### src/rtl/mux_rr_arbiter_pkg.sv
// Shared definitions for the round-robin mux arbiter.
// State encoding, default sizes and the one-hot helper.
package mux_rr_arbiter_pkg;

  localparam int N_DEF     = 4;
  localparam int SEL_W_DEF = 2;

  typedef enum logic {
    ST_IDLE = 1'b0,
    ST_BUSY = 1'b1
  } state_t;

  function automatic logic [N_DEF-1:0] onehot(
    input logic [SEL_W_DEF-1:0] idx
  );
    logic [N_DEF-1:0] v;
    v      = '0;
    v[idx] = 1'b1;
    return v;
  endfunction

endpackage

### src/rtl/mux_rr_arbiter_rr_pick.sv
// Rotating winner search: rotate mask past last_ptr,
// pick the lowest set bit, rotate the index back.
module rr_pick #(
  parameter int N     = 4,
  parameter int SEL_W = 2
) (
  input  logic [N-1:0]     mask,
  input  logic [SEL_W-1:0] last_ptr,
  output logic             found,
  output logic [SEL_W-1:0] win
);

  logic [N-1:0] rot;
  int           off;

  // rotate, priority-encode, rotate back
  always_comb begin
    rot = '0;
    off = 0;
    for (int i = 0; i < N; i++) begin
      rot[i] = mask[(int'(last_ptr) + 1 + i) % N];
    end
    for (int i = N - 1; i >= 0; i--) begin
      if (rot[i]) off = i;
    end
    found = |mask;
    win   = SEL_W'((int'(last_ptr) + 1 + off) % N);
  end

endmodule

### src/rtl/mux_rr_arbiter.sv
// Round-robin arbiter owning a shared 4:1 mux select.
// Optional hold limit enabled by ARB_HOLD_LIMIT_EN.
module mux_rr_arbiter
  import mux_rr_arbiter_pkg::*;
#(
  parameter int N        = N_DEF,
  parameter int SEL_W    = SEL_W_DEF,
  parameter int MAX_HOLD = 4,
  parameter int CNT_W    = 3
) (
  input  logic             clk,
  input  logic             rst,
  input  logic [N-1:0]     req,
  output logic [N-1:0]     gnt,
  output logic             gnt_valid,
  output logic [SEL_W-1:0] sel,
  output logic [CNT_W-1:0] hold_cnt
);

  state_t           state_q, state_d;
  logic [N-1:0]     gnt_q, gnt_d;
  logic             vld_q, vld_d;
  logic [SEL_W-1:0] sel_q, sel_d;
  logic [SEL_W-1:0] last_q, last_d;
  logic [CNT_W-1:0] cnt_q, cnt_d;

  logic [N-1:0]     others;
  logic [N-1:0]     mask;
  logic             found;
  logic [SEL_W-1:0] win;
  logic             limit;
  logic             keep;

  assign others = req & ~onehot(sel_q);
  assign mask   = (state_q == ST_BUSY) ? others : req;

`ifdef ARB_HOLD_LIMIT_EN
  assign limit = (cnt_q == CNT_W'(MAX_HOLD));
`else
  assign limit = 1'b0 & (cnt_q == CNT_W'(MAX_HOLD));
`endif

  assign keep = req[sel_q] && !(limit && (|others));

  rr_pick #(
    .N     (N),
    .SEL_W (SEL_W)
  ) u_pick (
    .mask     (mask),
    .last_ptr (last_q),
    .found    (found),
    .win      (win)
  );

  // next state: grant, keep, hand off or go idle
  always_comb begin
    state_d = state_q;
    gnt_d   = gnt_q;
    vld_d   = vld_q;
    sel_d   = sel_q;
    last_d  = last_q;
    cnt_d   = cnt_q;
    unique case (state_q)
      ST_IDLE: begin
        if (found) begin
          state_d = ST_BUSY;
          gnt_d   = onehot(win);
          vld_d   = 1'b1;
          sel_d   = win;
          last_d  = win;
          cnt_d   = CNT_W'(1);
        end
      end
      ST_BUSY: begin
        if (keep) begin
          if (limit) begin
            cnt_d = CNT_W'(1);
          end else if (cnt_q != {CNT_W{1'b1}}) begin
            cnt_d = cnt_q + 1'b1;
          end
        end else if (found) begin
          gnt_d  = onehot(win);
          sel_d  = win;
          last_d = win;
          cnt_d  = CNT_W'(1);
        end else begin
          state_d = ST_IDLE;
          gnt_d   = '0;
          vld_d   = 1'b0;
          cnt_d   = '0;
        end
      end
      default: state_d = ST_IDLE;
    endcase
  end

  // state, owner, pointer and counter registers
  always_ff @(posedge clk or posedge rst) begin
    if (rst) begin
      state_q <= ST_IDLE;
      gnt_q   <= '0;
      vld_q   <= 1'b0;
      sel_q   <= '0;
      last_q  <= SEL_W'(N - 1);
      cnt_q   <= '0;
    end else begin
      state_q <= state_d;
      gnt_q   <= gnt_d;
      vld_q   <= vld_d;
      sel_q   <= sel_d;
      last_q  <= last_d;
      cnt_q   <= cnt_d;
    end
  end

  assign gnt       = gnt_q;
  assign gnt_valid = vld_q;
  assign sel       = sel_q;
  assign hold_cnt  = cnt_q;

endmodule

### config.mk
export PLATFORM = sky130hd
export DESIGN_NAME = mux_rr_arbiter
export DESIGN_NICKNAME = d
export VERILOG_FILES = /design/src/rtl/mux_rr_arbiter_pkg.sv /design/src/rtl/mux_rr_arbiter_rr_pick.sv /design/src/rtl/mux_rr_arbiter.sv
export SDC_FILE = /design/constraint.sdc
export NUM_CORES = 1
export LEC_CHECK = 0
export ABC_AREA = 1
export CAP_MARGIN = 20
export CORE_MARGIN = 4
export CORE_UTILIZATION = 35
export CTS_BUF_LIST = sky130_fd_sc_hd__clkbuf_8
export DETAILED_ROUTE_END_ITERATION = 7
export GPL_TIMING_DRIVEN = 0
export PLACE_DENSITY = 0.67
export RECOVER_POWER = 25
export SLEW_MARGIN = 20
export SYNTH_ARGS = -nofsm -noshare
export SYNTH_HDL_FRONTEND = slang
export SYNTH_HIERARCHICAL = 1
export SYNTH_SLANG_ARGS = --single-unit
### constraint.sdc
create_clock -name clk -period 5.85 [get_ports clk]
set_clock_uncertainty 0.2 [all_clocks]
set_input_delay 1.17 -clock clk [delete_from_list [all_inputs] [get_ports clk]]
set_output_delay 1.17 -clock clk [all_outputs]
set_load 0.02 [all_outputs]
# ---- Word-level counts from Yosys, hierarchy flattened
# Index checks and enable logic that the tools add are counted.
dict set report op_classes {
  bitwise 7
  mux 45
  order_cmp 8
  n_reduce_logical 10
  n_eq_ne 5
  addsub 6
}
# op n
set ops {}
lappend ops {{1-bit 2-to-1 mux} 17}
lappend ops {{3-bit by 4-bit < comparator with 1-bit output (second input constant)} 4}
lappend ops {{2-bit 2-to-1 mux} 8}
lappend ops {{4-bit 2-to-1 mux} 4}
lappend ops {{1-bit binary-select mux with 2-bit select} 5}
lappend ops {{3-bit 2-to-1 mux} 3}
lappend ops {{2-bit case mux with 2 select lines} 2}
lappend ops {{4-bit case mux with 2 select lines} 1}
lappend ops {{2-bit OR reduction} 4}
lappend ops {{2-bit by 3-bit < comparator with 1-bit output (second input constant)} 2}
lappend ops {{2-bit inequality test (second input constant)} 3}
lappend ops {{3-bit case mux with 2 select lines} 1}
lappend ops {{2-bit by 1-bit adder with 2-bit output (second input constant)} 2}
lappend ops {{2-bit adder (second input constant)} 2}
lappend ops {{1-bit bitwise AND (first input constant)} 4}
lappend ops {{4-bit bitwise AND} 1}
lappend ops {{1-bit demux with 2-bit select} 2}
lappend ops {{2-bit by 1-bit >= comparator with 1-bit output (second input constant)} 2}
lappend ops {{4-bit NOT} 1}
lappend ops {{1-bit case mux with 2 select lines} 2}
lappend ops {{2-bit AND reduction} 2}
lappend ops {{4-bit OR reduction} 1}
lappend ops {{3-bit by 1-bit adder with 3-bit output (second input constant)} 1}
lappend ops {{3-bit by 2-bit inequality test with 1-bit output (second input constant)} 1}
lappend ops {{5 further kinds} 6}
dict set report word_totals {
  ff_bits 13
  output_inout_bits 10
  wordCells 87
}

# ---- Longest topological paths before layout
dict set report logic_depth {
  word_depth 22
  depth_mapped 20
}

# ---- Hierarchy
# Netlist, hierarchy kept.
# mod cells_per_inst seq_area_each_um2 area_each_um2 n_inst
set by_module_without_submodules {}
lappend by_module_without_submodules {mux_rr_arbiter 88 327.8 767.0 1}
lappend by_module_without_submodules {rr_pick 57 0.0 269.0 1}

# ---- Worst setup path before layout
# Ideal clock, no wire load.
dict set report synth_path {
  path_kind {input to register}
  startpoint {input port req[0]}
  endpoint {register gnt_q[0], in the netlist gnt[0]}
  path_buffers 0
  t_arrival_ns 2.715
  setup_ns 0.074
  slack_ns 2.861
  stages 17
  cell_sequence {inv_1 a31oi_1 inv_1 nand2_1 nand2_1 nand2_1 nand2_1 nand3_1 a21oi_1 ha_1 xor2_1 nand3_1 nand2_1 inv_1 inv_1 nand3_1 o21ai_2}
}
dict set report synth_between {
  elab_chain_len 17
  elab_cells_between_ends 34
  classes_between {1 x add/sub; 2 x order compare; 2 x eq/ne; 25 x mux; 1 x bitwise; 3 x reduce/logical}
}
# element line_no
set synth_lines {}
lappend synth_lines {{from (decl)} mux_rr_arbiter.sv:13} ;# input logic [N-1:0] req,
lappend synth_lines {{4-bit bitwise AND} mux_rr_arbiter.sv:34} ;# assign others = req & ~onehot(sel_q);
lappend synth_lines {{4-bit 2-to-1 mux *} mux_rr_arbiter.sv:35} ;# assign mask = (state_q == ST_BUSY) ? others : req;
lappend synth_lines {{net mask[0]} mux_rr_arbiter.sv:28} ;# logic [N-1:0] mask;
lappend synth_lines {{1-bit binary-select mux with 2-bit select} mux_rr_arbiter_rr_pick.sv:21} ;# rot[i] = mask[(int'(last_ptr) + 1 + i) % N];
lappend synth_lines {{1-bit 2-to-1 mux (not written as such) (2 in a row)} mux_rr_arbiter_rr_pick.sv:21}
lappend synth_lines {{2-bit 2-to-1 mux (3 in a row)} mux_rr_arbiter_rr_pick.sv:24} ;# if (rot[i]) off = i;
lappend synth_lines {{2-bit 2-to-1 mux *} mux_rr_arbiter_rr_pick.sv:24}
lappend synth_lines {{2-bit adder *} mux_rr_arbiter_rr_pick.sv:27} ;# win = SEL_W'((int'(last_ptr) + 1 + off) % N);
lappend synth_lines {{net win[1]} mux_rr_arbiter.sv:30} ;# logic [SEL_W-1:0] win;
lappend synth_lines {{2-bit by 3-bit < comparator with 1-bit output (not written as such) / 2-bit by 1-bit >= comparator with 1-bit output (equally long branches)} mux_rr_arbiter_pkg.sv:18} ;# v[idx] = 1'b1;
lappend synth_lines {{1-bit logical AND (not written as such)} mux_rr_arbiter_pkg.sv:18}
lappend synth_lines {{1-bit 2-to-1 mux (not written as such)} mux_rr_arbiter_pkg.sv:18}
lappend synth_lines {{1-bit demux with 2-bit select *} mux_rr_arbiter_pkg.sv:18}
lappend synth_lines {{4-bit 2-to-1 mux} mux_rr_arbiter.sv:81} ;# end else if (found) begin
lappend synth_lines {{4-bit 2-to-1 mux} mux_rr_arbiter.sv:75} ;# if (keep) begin
lappend synth_lines {{4-bit case mux with 2 select lines *} mux_rr_arbiter.sv:63} ;# unique case (state_q)
lappend synth_lines {{to (signal assigned)} mux_rr_arbiter.sv:108} ;# gnt_q <= gnt_d;
lappend synth_lines {{to (decl)} mux_rr_arbiter.sv:21} ;# logic [N-1:0] gnt_q, gnt_d;
# Mark *: on every way through the listed nets, which the timed path passes. The rest lies on a longest branch. The select of a mux whose other input is x is not followed.
# A chain may end at the register's enable or synchronous reset.

# ---- Final worst setup path
# Same ends and word-level chain as after synthesis.

==> results_dict.tcl <==
set metrics [dict create \
    clk_pin_slew_ns 0.05 \
    ys_top_cells_by_area "dfrtp_1, nand2_1, inv_1, o21ai_2, nand2_2" \
    ctsResizeCount 0 \
    synthCells 145 \
    worstPathArrival_ns 3.41 \
    finalHoldViolations 0 \
    rsz0062_at_grt "false" \
    grt_pass1_wl_microns 3550 \
    hold_path_depth 2 \
    cts_buffers 3 \
    coreArea_sq_um 2780 \
    multi_input_area_sq_um 592 \
    grt.total_usage_pct 10.5 \
    seq_area_frac_synth_pct 31.6 \
    cts_sinks 13 \
    placement.io_buffers 15 \
    syn2layout_area_growth_pct 22.6 \
    routed_wl_microns 2060 \
    setup_viol 0 \
    crit_path_max_fanout 4 \
    synth_area_leader_cell "dfrtp_1" \
    nNetsFinal 175 \
    crit_type "primary input to register" \
    regArea_sq_um 328 \
    min_from "last_q[0]" \
    rows 19 \
    synth_cell_types 21 \
    drt_iter0_drc 42 \
    avgViaCountPerCell 4.66 \
    gp_congestion 0.805 \
    syn_area_sq_um 1040 \
    postSynthAreaPerCell_sq_um 7.14 \
    hold_end "last_q[0]" \
    fmax_mhz 290 \
    fin_cells 195 \
    required_ns 5.82 \
    dp_cells 191 \
    syn-num-nets 155 \
    antennaDiodeCount 0 \
    drive_above_1_share_pct 19.5 \
    outcome "complete, no violations" \
    period_minus_slack_ns 3.44 \
    ant_nets 0 \
    r2r_cells 19 \
    cts.path.max_buffers 2 \
    fin_setup_tns_ns 0 \
    cts_tree "yes" \
    grt_max_degree 14 \
    startpoint_type "primary input" \
    grt_pass1_vias 897 \
    yosysWarnings 6 \
    reg2reg_from "state_q" \
    vias 909 \
    end_kind "register" \
    clock_latency_ns 0.24 \
    cap_violations 0 \
    final_util_pct 45.7 \
    dieArea_sq_um 3890 \
    initial_core_util_pct 37.2 \
    synth.top_cell.area_share_pct 26.6 \
    htree_num_levels 1 \
    n_fill_cell 276 \
    drt_first_pass_iters 4 \
    drc 0 \
    r2r-end "gnt[0]" \
    slew_headroom_pct 67.0 \
    r2r_slack_ns 3.18 \
    antenna_found_initial 0 \
    pin_count 16 \
    post_cts_buffers 0 \
    root_buffer "clkbuf_8" \
    wl_per_cell_microns 10.5 \
    hold_path_class "register to register" \
    post-route-period-util_pct 58.9 \
    fp.dieW_microns 62.4 \
    fp.dieH_microns 62.4 \
    cts_hold_buf 0 \
    slew_viol_final 0 \
    ys_ff_latch 13 \
    holdWs_ns 0.288 \
    grt_overflow_total 0 \
    tightest_slew_ns 0.495 \
    dp_hpwl_microns 1650 \
]
-- state kept, by name, indices dropped and copies added (netlist names) --
signal and cells:
last_q 2, hold_cnt 3, sel 2, gnt 4, state_q 1, gnt_valid 1
-- cell usage after synthesis --
| library cell | count |
|---|---|
| ha_1 | 4 |
| o21ai_2 | 8 |
| nand2_4 | 2 |
| nand2_2 | 9 |
| o31ai_1 | 3 |
| nand2_8 | 2 |
| nor2_1 | 1 |
| buf_6 | 2 |
| inv_2 | 2 |
| inv_1 | 20 |
| nor2_2 | 1 |
| xor2_1 | 1 |
| dfstp_2 | 2 |
| a21oi_1 | 1 |
| o21ai_1 | 1 |
| nand4_1 | 3 |
| nand3_1 | 11 |
| nand2_1 | 59 |
| dfrtp_1 | 11 |
| a31oi_1 | 1 |
| inv_8 | 1 |
-- metrics by stage --
stage	area (sq um)	worst slack, ns
4_1_cts	1270	2.40
5_1_grt	1270	2.15
2_1_floorplan	1040	2.86
3_5_place_dp	1220	2.17
3_3_place_gp	1220	2.16
6_report	1270	2.41
-- layout make-up --
type / instances / share of cell area (%)
well taps: 31 / 3.05
multi-input cells: 107 / 46.6
plain buffers: 2 / 1.77
flip-flops and latches: 13 / 25.8
clock inverters: 1 / 0.296
clock buffers: 3 / 3.25
inverters: 23 / 7.39
repair buffers: 15 / 11.8
-- worst max-delay path: stages --
cell             delay (ns)
clkdlybuf4s50_1        0.47
inv_1                  0.05
a31oi_1                0.25
inv_1                  0.10
nand2_1                0.06
nand2_1                0.05
nand2_1                0.06
nand2_1                0.06
nand3_1                0.07
a21oi_1                0.06
ha_1                   0.18
xor2_1                 0.19
nand3_1                0.10
nand2_1                0.07
inv_1                  0.06
inv_1                  0.13
nand3_1                0.11
o21ai_2                0.15
-- how the worst max path moves through the flow --
stage                 from     end  slack, ns  cells after the start
floorplan           req[0]  gnt[0]       2.86                     17
global placement    req[0]  gnt[1]       2.16                     18
detailed placement  req[0]  gnt[1]       2.17                     18
CTS                 req[0]  gnt[1]       2.40                     18
global route        req[0]  gnt[1]       2.15                     18
finish              req[0]  gnt[0]       2.41                     18
-- layout by cell type (no fill, tap or decap), types with 2 or more instances in the layout --
cell             netlist  final
nand2_2                9      9
ha_1                   4      4
clkdlybuf4s50_1        0     14
nand2_1               59     59
o31ai_1                3      3
nand2_4                2      2
inv_2                  2      2
buf_6                  2      2
dfrtp_1               11     11
dfstp_2                2      2
nand4_1                3      3
o21ai_2                8      8
inv_1                 20     21
nand2_8                2      2
nand3_1               11     11
clkbuf_8               0      3
-- routing by layer --
metal	share of wire [%]	vias to the layer above	GRT usage [%]
met3	1.6	2	1.62
li1	-	493	-
met2	49	10	19.3
met5	0	-	0
met1	49	404	12.8
met4	0.53	0	2.39
-- cells by family after synthesis --
family                     Yosys count  synth area share (%)
AOI/OAI and AO/OA                   14                  10.5
xor gates and xnor gates             1                 0.846
adders and majority gates            4                  4.83
buffers and inverters               25                  11.2
DFF                                 13                  31.6
and+or+nand+nor                     88                  40.9
Power is left out: the tool's default activity adds up to more than one toggle a clock period on the data nets, which glitch-free logic cannot reach.
